`config.mk`:
```
export PLATFORM = sky130hd
export DESIGN_NAME = instruction_fetch_unit
export DESIGN_NICKNAME = d
export VERILOG_FILES = /design/src/rtl/instruction_fetch_unit.sv
export SDC_FILE = /design/constraint.sdc
export NUM_CORES = 1
export LEC_CHECK = 0
export CORE_MARGIN = 4
export CORE_UTILIZATION = 42
export CTS_CLUSTER_DIAMETER = 150
export DETAILED_ROUTE_END_ITERATION = 7
export PLACE_DENSITY = 0.9
export SETUP_SLACK_MARGIN = 0.3
export SLEW_MARGIN = 5
export SYNTH_ARGS = -nofsm -noshare
export SYNTH_HDL_FRONTEND = slang
export SYNTH_SLANG_ARGS = --single-unit
```
`constraint.sdc`:
```
create_clock -name clk -period 2.9 [get_ports clk]
set_clock_uncertainty 0.05 [all_clocks]
set_input_delay 0.435 -clock clk [delete_from_list [all_inputs] [get_ports clk]]
set_output_delay 0.435 -clock clk [all_outputs]
set_load 0.03 [all_outputs]
```
`src/rtl/instruction_fetch_unit.sv`:
```
// Purpose: program-counter sequencing and instruction fetch from a registered-read instruction memory.
// Latency: one cycle from imem_addr to if_instr/if_pc; redirect target is live the cycle after redirect_valid.
// Backpressure: stall holds pc/req_pc and re-reads the held word; a misaligned redirect locks the unit until reset.
module instruction_fetch_unit #(
    parameter logic [31:0] RESET_PC = 32'h0000_0000
) (
    input  logic        clk,
    input  logic        reset,
    input  logic        stall,
    input  logic        redirect_valid,
    input  logic [31:0] redirect_target,
    output logic [31:0] imem_addr,
    input  logic [31:0] imem_rdata,
    output logic        if_valid,
    output logic [31:0] if_instr,
    output logic [31:0] if_pc,
    output logic        fault
);

    typedef enum logic {
        ST_RUN   = 1'b0,
        ST_FAULT = 1'b1
    } state_t;

    state_t      state_q, state_d;
    logic [31:0] pc_q, pc_d;
    logic [31:0] req_pc_q, req_pc_d;
    logic        req_valid_q, req_valid_d;
    logic        fault_q, fault_d;

    logic        redirect_misaligned;

    assign redirect_misaligned = (redirect_target[1:0] != 2'b00);

    // Address select: a locked unit and a stalled unit both re-present the held address.
    always_comb begin
        imem_addr = pc_q;
        if (state_q == ST_FAULT) begin
            imem_addr = req_pc_q;
        end else if (redirect_valid) begin
            imem_addr = redirect_target;
        end else if (stall) begin
            imem_addr = req_pc_q;
        end
    end

    // Next-state logic for the fetch stream and the RUN/FAULT machine.
    always_comb begin
        state_d     = state_q;
        pc_d        = pc_q;
        req_pc_d    = req_pc_q;
        req_valid_d = req_valid_q;
        fault_d     = fault_q;
        if (state_q == ST_RUN) begin
            if (redirect_valid) begin
                if (redirect_misaligned) begin
                    // Lock up: keep addresses, drop the live word.
                    state_d     = ST_FAULT;
                    fault_d     = 1'b1;
                    req_valid_d = 1'b0;
                end else begin
                    req_pc_d    = redirect_target;
                    req_valid_d = 1'b1;
                    pc_d        = redirect_target + 32'd4;
                end
            end else if (!stall) begin
                // pc + 4 wraps naturally at 2^32.
                req_pc_d    = pc_q;
                req_valid_d = 1'b1;
                pc_d        = pc_q + 32'd4;
            end
        end
    end

    // State registers with synchronous reset that discards any in-flight word.
    always_ff @(posedge clk) begin
        if (reset) begin
            state_q     <= ST_RUN;
            pc_q        <= RESET_PC;
            req_pc_q    <= RESET_PC;
            req_valid_q <= 1'b0;
            fault_q     <= 1'b0;
        end else begin
            state_q     <= state_d;
            pc_q        <= pc_d;
            req_pc_q    <= req_pc_d;
            req_valid_q <= req_valid_d;
            fault_q     <= fault_d;
        end
    end

    // The word returning this cycle is squashed when a redirect is taken or the unit is locked.
    assign if_valid = req_valid_q && !redirect_valid && (state_q == ST_RUN);
    assign if_instr = imem_rdata;
    assign if_pc    = req_pc_q;
    assign fault    = fault_q;

endmodule

```
### Yosys cells after proc, flatten, opt, wreduce, memory -nomap -nowiden

Cells that the tools add are included.
Widths: inputs -> output; s select.

* register bits: 67
* latch bits: 0
* memory bits (writable): 0
* ROM bits: 0
* bits of input ports: 68
* output and inout port bits: 98
* logic and storage cells: 32
* memories kept: 0

* $add $sub $neg: 2
* multiply operators: 0
* div/mod/pow operators: 0
* magnitude comparators: 0
* equal/unequal tests: 2
* shift-type cells: 0
* mux-type cells: 14
* bitwise logic cells: 1
* reductions and logical operators: 8

Operators by type and width (number)
* $mux 32: 8
* $add 32x3->32 const B: 2
* $mux 1: 6
* $reduce_and 3->1: 2
* $reduce_and 2->1: 2
* $logic_and 1x1->1: 2
* $ne 2x1->1 const B: 1
* $ne 2x2->1 const B: 1
* $reduce_bool 2->1: 1
* $logic_not 1->1: 1
* $not 1->1: 1

### Depth between registers and ports, before layout

Gate-level depths: netlist of the first run.

* depth in word-level cells: 4
* gate-level depth with buffers: 14
* depth with buffers taken out: 8

### Worst setup path after synthesis of the first run

No wires, ideal clock.

* path type: input to register
* start point: input port redirect_valid
* end point: register pc_q[28]
* setup time: 72 ps
* arrival: 2725 ps
* data required time: 2778 ps
* slack: 53 ps
* stages on the path: 14
* path buffers: 6
* path through: buf_2 buf_6 buf_4 buf_2 buf_2 nand2_1 o21ai_0 ha_1 nand4b_1 a21oi_1 nand4_1 buf_2 nor4b_2 mux2i_1

* longest elaborated chain between the ends: 2
* elaborated cells on any way between the ends: 4
* those cells by class: eq/ne: 2; mux: 1; reduce/logical: 1

Ends and longest elaborated chain
* from (decl): RTL line 10 `input logic redirect_valid,`
* $ne 2x2->1 (no source line) or $ne 2x1->1 (tied branches)
* $reduce_and 3->1 (no source line)
* to (signal assigned): RTL line 85 `pc_q <= pc_d;`
* to (decl): RTL line 26 `logic [31:0] pc_q, pc_d;`

Several ways; a longest one is shown, not always the timed one.
A chain may end at the register's enable or synchronous reset.

### Worst setup path in the final report of the first run

* start point: input port redirect_target[3]
* end point: register pc_q[26]

* longest elaborated chain between the ends: 3

Ends and longest elaborated chain
* from (decl): RTL line 11 `input logic [31:0] redirect_target,`
* $add 32x3->32: RTL line 64 `pc_d = redirect_target + 32'd4;`
* $mux 32: RTL line 56 `if (redirect_misaligned) begin`
* $mux 32: RTL line 55 `if (redirect_valid) begin`

Every way passes these cells. The select of a mux whose other input is x is not followed.

==> metrics.md, run 1 <==
| Metric | Value |
|---|---|
| Initial antenna violation count | `0` |
| Post-synth EDFFs | `0` |
| Layout Nets | `763` |
| Post-synthesis sequential area ratio | `27.5%` |
| Root Buffer Master | `clkbuf_16` |
| Global-route wire length before repair | `25,200 um` |
| Synth-to-Final Area Change | `25.4%` |
| # IOs | `166` |
| # setup viols final | `0` |
| Core area | `11,400 um2` |
| DRT Pass-1 Iters | `5` |
| Worst-path clk slew | `60 ps` |
| Max-cap viol count | `0` |
| Setup ws final | `331 ps` |
| Antenna diodes | `0` |
| Synth Register Bits | `67` |
| Avg WL per Cell | `18.9 um` |
| Syn_nets | `694` |
| Worst Hold Class | `reg -> reg` |
| DIE AREA | `13,400 um2` |
| PwrDens | `499 nW/um2` |
| CTS Hold Bufs | `0` |
| Fin. Hold Viols | `0` |
| Max-slew violations | `0` |
| Largest net degree at the start of global routing | `61` |
| # clock sinks | `67` |
| CTS tree | `built` |
| Worst vdd ir | `342 uV` |
| Synth cell types | `70` |
| Leak Pwr | `2.41 nW` |
| Worst R2R Setup Slack | `560 ps` |
| Final period util | `88.6%` |
| GR Overflow Total | `0` |
| Synth Flop Type | `dfxtp_1` |
| Die height | `116 um` |
| Mapped cell area | `4880 um2` |
| # rows | `39` |
| Ratio of cells with drive above 1 in the final layout | `17.9%` |
| Clock Tree Buf Depth | `2` |
| Worst EP arrival | `2780 ps` |
| RSZ-0062 raised after global routing | `no` |
| Ys Warns | `0` |
| I/O Buffers | `101` |
| Vias per cell | `6.34` |
| Hold worst-path end | `fault$_SDFFE_PP0P_` |
| Vias in the first global route | `4,891` |
| Antenna Violating Nets Remaining | `0` |
| Outcome | `finished, final reports clean` |
| Clock latency at the later pin of the worst-skew pair | `330 ps` |
| Detailed Route Iter0 Violations | `667` |
| Worst Path Class, Setup | `in -> reg` |
| Routed WL | `15,900 um` |
| Setup TNS | `0 ps` |
| CP Max Fanout | `6` |
| Cells on Worst Hold Path | `2` |
| FF-to-FF End | `pc_q[26]$_SDFFE_PP0P_` |
| Startpoint Class | `input pin` |
| Post-synth ARST share | `0%` |
| TritonCTS Buffers | `9` |
| Cell count after synthesis | `625` |
| Dpl ws | `32.4 ps` |
| Layout fillers | `1,023` |
| CP endpoint kind | `flip-flop` |
| Max_slew headroom | `57.9%` |
| Initial core utilization | `42.8%` |
| DRC | `0` |
| Minimum clock period | `2570 ps` |
| Die width | `116 um` |
| Reg2Reg Depth | `9` |
| Via count | `5,334` |
| H-Tree Depth | `3` |
| Syn_area_per_cell | `7.82 um2` |
| GP Congestion | `0.944` |
| HP Start | `fault$_SDFFE_PP0P_` |
| Worst-margin pin slew | `631 ps` |
| Gr usage total | `23.2%` |
| Reg-to-reg startpoint | `pc_q[3]$_SDFFE_PP0P_` |
| Max Freq | `389 MHz` |
| Worst Path Required | `3110 ps` |
| Hpwl dp | `11,300 um` |
-- Yosys cell counts, drive strengths merged (12+ instances only) --
master	n	area share, %
nor2	67	5.1
nand3	22	2.4
a21oi	36	3.7
nor3	14	1.4
a31oi	15	1.9
clkbuf	21	1.6
mux2i	21	4.3
dfxtp	67	27
buf	60	8.4
nand2	54	4.1
o22ai	31	4.0
nand3b	12	2.9
o21ai	39	4.1
a22oi	12	2.8
and3	13	1.7
o22a	39	7.0
-- routing by layer --
metal / track usage (%) / vias to the layer above / share of wire [%]
li1: - / 2456 / -
met1: 34.0 / 2461 / 43
met2: 34.3 / 370 / 43
met3: 4.70 / 47 / 12
met4: 7.19 / 0 / 2.1
met5: 0 / - / 0
-- area by class of cell --
cell class | instances | area, um2 | area share (%)
multi-input combinational | 469 | 3060 | 50.0
sequential | 67 | 1340 | 21.9
timing repair buffer | 139 | 1220 | 20.0
clock buffer | 9 | 225 | 3.68
tap | 143 | 179 | 2.92
clock inverter | 6 | 66.3 | 1.08
inverter | 8 | 30.0 | 0.490
-- cells in the final DEF (no fill, tap or decap), drive strengths merged, types with 12 or more instances in the layout --
cell / instances
buf: 71
nor2: 67
dfxtp: 67
clkdlybuf4s50: 67
nand2: 54
o22a: 39
o21ai: 39
a21oi: 36
o22ai: 31
nand3: 22
mux2i: 21
a31oi: 15
nor3: 14
and3: 13
nand3b: 12
a22oi: 12
-- critical path: stages --
cell and delay, ps:
clkdlybuf4s50_1 550, nand2_1 110, o21ai_2 80, ha_2 240
nand4_1 170, a21oi_2 230, nand4_1 260, buf_4 260
nor3_1 250, mux2i_1 200
-- registers in the layout, indices dropped and copies added, names as in the netlist --
name / count
state_q: 1
req_valid_q: 1
if_pc: 32
fault: 1
pc_q: 32
-- worst max-delay path by stage --
stage	startpoint	endpoint	slack, ps	cells after the start
CTS	stall	imem_addr[15]	320	6
detailed placement	redirect_target[3]	pc_q[30]$_SDFFE_PP0P_	30	9
finish	redirect_target[3]	pc_q[26]$_SDFFE_PP0P_	330	10
floorplan	redirect_valid	pc_q[22]$_SDFFE_PP0P_	320	12
global route	redirect_target[3]	pc_q[28]$_SDFFE_PP0P_	250	10
global placement	redirect_target[3]	pc_q[22]$_SDFFE_PP0P_	130	9
-- logic make-up after synthesis --
family / after synthesis / share of synthesized area (%)
DFF: 67 / 27.5
and+or+nand+nor: 225 / 24.9
buffers and inverters: 89 / 10.6
AOI/OAI and AO/OA: 216 / 31.1
muxes: 27 / 5.69
adders and majority gates: 1 / 0.256
-- what timing repair did --
action	CTS	global route
buffers inserted	0	1
gates resized for setup	1	3
setup endpoints to repair	1	13
pin swaps	0	1
-- report_power, final --
part	total (mW)	internal [mW]	leakage, nW	switching [mW]
combinational	0.927	0.375	1.73	0.551
clock	1.09	0.662	0.134	0.427
sequential	1.04	0.978	0.548	0.0644
-- through the flow --
| stage | cell area (um2) | cells | hold WS, ps | utilization [%] | power, mW |
|---|---|---|---|---|---|
| final | 6130 | 841 | 428 | 53.7 | 3.06 |
| after CTS | 6110 | 840 | 429 | 53.5 | 3.04 |
| after global placement | 5820 | 825 | 408 | 51.0 | 1.96 |
| after global routing | 6130 | 841 | 466 | 53.7 | 3.15 |
| after floorplan | 4940 | 625 | 421 | - | 1.70 |
| after detailed placement | 5820 | 825 | 416 | 51.0 | 1.97 |
Note: power is estimated with default switching activity, not from simulation.
==> inputs of run 2 (changes only) <==
--- a/config.mk
+++ b/config.mk
@@ -5,11 +5,12 @@
 export SDC_FILE = /design/constraint.sdc
 export NUM_CORES = 1
 export LEC_CHECK = 0
-export CORE_MARGIN = 4
-export CORE_UTILIZATION = 42
+export CORE_MARGIN = 2
+export CORE_UTILIZATION = 58
 export CTS_CLUSTER_DIAMETER = 150
 export DETAILED_ROUTE_END_ITERATION = 7
-export PLACE_DENSITY = 0.9
+export DONT_BUFFER_PORTS = 1
+export PLACE_DENSITY = 0.88
 export SETUP_SLACK_MARGIN = 0.3
 export SLEW_MARGIN = 5
 export SYNTH_ARGS = -nofsm -noshare
==> run 2 against run 1 <==
  * Total power fell by 16%
  * Critical path type is now reg -> out
  * Sequential cell count is the same
  * Largest cell class unchanged
  * Clock power decreased by 18%
  * Non-clock buffer count decreased by 116
==> metrics.md, run 2 (synthesis results as in run 1) <==
| Metric | Value |
|---|---|
| # setup viols final | `0` |
| I/O Buffers | `0` |
| Total power | `2.58 mW` |
| Dpl ws | `420 ps` |
| Outcome | `finished, final reports clean` |
| Worst EP arrival | `1810 ps` |
| Clock latency at the later pin of the worst-skew pair | `350 ps` |
| Gr usage total | `30.8%` |
| TritonCTS Buffers | `9` |
| Vias per cell | `7.20` |
| # clock sinks | `67` |
| Layout Nets | `647` |
| Footprint of the multi-input gates | `3060 um2` |
| Minimum clock period | `2300 ps` |
| H-Tree Depth | `3` |
| Worst vdd ir | `363 uV` |
| Layout fillers | `689` |
| Max-slew violations | `0` |
| Antenna diodes | `0` |
| # rows | `33` |
| Worst Hold Class | `in -> reg` |
| DP Cell Count | `670` |
| PwrDens | `521 nW/um2` |
| Avg WL per Cell | `21.4 um` |
| Startpoint Class | `flip-flop` |
| Max Freq | `435 MHz` |
| RSZ-0062 raised after global routing | `no` |
| CTS Hold Bufs | `0` |
| CTS tree | `built` |
| Fin. Hold Viols | `0` |
| Final period util | `79.3%` |
| Max_slew headroom | `56.1%` |
| Largest net degree at the start of global routing | `113` |
| DRT Pass-1 Iters | `6` |
| Detailed Route Iter0 Violations | `580` |
| DRC | `0` |
| Leak Pwr | `1.90 nW` |
| DP Area | `4720 um2` |
| # IOs | `166` |
| Root Buffer Master | `clkbuf_8` |
| Synth-to-Final Area Change | `1.43%` |
| Die width | `95.8 um` |
| Most frequent cells in the layout | `nor2_1, dfxtp_1, nand2_1` |
| Final design utilization | `60.6%` |
| Via count | `4,951` |
| Global-route wire length before repair | `21,900 um` |
| Initial core utilization | `59.7%` |
| Ratio of cells with drive above 1 in the final layout | `13.2%` |
| Worst-path clk slew | `90 ps` |
| CP endpoint kind | `output port` |
| Routed WL | `14,700 um` |
| Antenna Violating Nets Remaining | `0` |
| Vias in the first global route | `4,367` |
| Setup TNS | `0 ps` |
| Core area | `8180 um2` |
| GP Congestion | `0.924` |
| Design area | `4950 um2` |
| Hpwl dp | `10,000 um` |
| Clock Tree Buf Depth | `2` |
| Initial antenna violation count | `0` |
| GR Overflow Total | `0` |
| Setup ws final | `601 ps` |
| DIE AREA | `9170 um2` |
| Worst Path Class, Setup | `reg -> out` |
| Final Non-Filler Cells | `688` |
| Worst Path Required | `2410 ps` |
| Smallest hold slack | `95.5 ps` |
| Max-cap viol count | `0` |
| Die height | `95.8 um` |
| CP Max Fanout | `6` |
| Worst-margin pin slew | `651 ps` |
| Sequential cell area | `1340 um2` |
-- run 2: path summary, 6_finish.rpt --
| kind | slack [ps] | endpoint | depth (start not counted) | from |
|---|---|---|---|---|
| min | 100 | pc_q[25]$_SDFFE_PP0P_ | 1 | reset |
| min reg2reg | 460 | pc_q[1]$_SDFFE_PP0P_ | 1 | pc_q[1]$_SDFFE_PP0P_ |
| max reg2reg | 630 | pc_q[30]$_SDFFE_PP0P_ | 9 | pc_q[3]$_SDFFE_PP0P_ |
| max | 600 | imem_addr[23] | 3 | pc_q[23]$_SDFFE_PP0P_ |
-- run 2: report_power, final --
group | switching, mW | leakage [nW] | internal, mW
combinational | 0.376 | 1.24 | 0.202
clock | 0.403 | 0.110 | 0.490
sequential | 0.133 | 0.548 | 0.976
total | 0.912 | 1.90 | 1.67
-- run 2: critical path: stages (launching register included) --
cell,delay (ps)
dfxtp_1,440
nor2_1,70
o21ai_0,520
o22a_1,430
-- run 2: timing repair --
action                     CTS  global route
setup endpoints to repair    0             1
gates resized for setup      0             0
setup buffers                0             2
-- run 2: metal layers --
layer	track usage (%)	wire length (um)	share of wire, %
met5	0	0	0
met4	15.5	494	3.4
met3	8.07	1840	13
met2	46.6	6580	45
met1	40.5	5780	39
-- run 2: cell type report --
class	instances	share of cell area, %
multi-input cells	469	61.7
flip-flops and latches	67	27.1
repair buffers	23	3.48
well taps	105	2.65
clock buffers	9	2.50
clock inverters	7	1.99
inverters	8	0.606
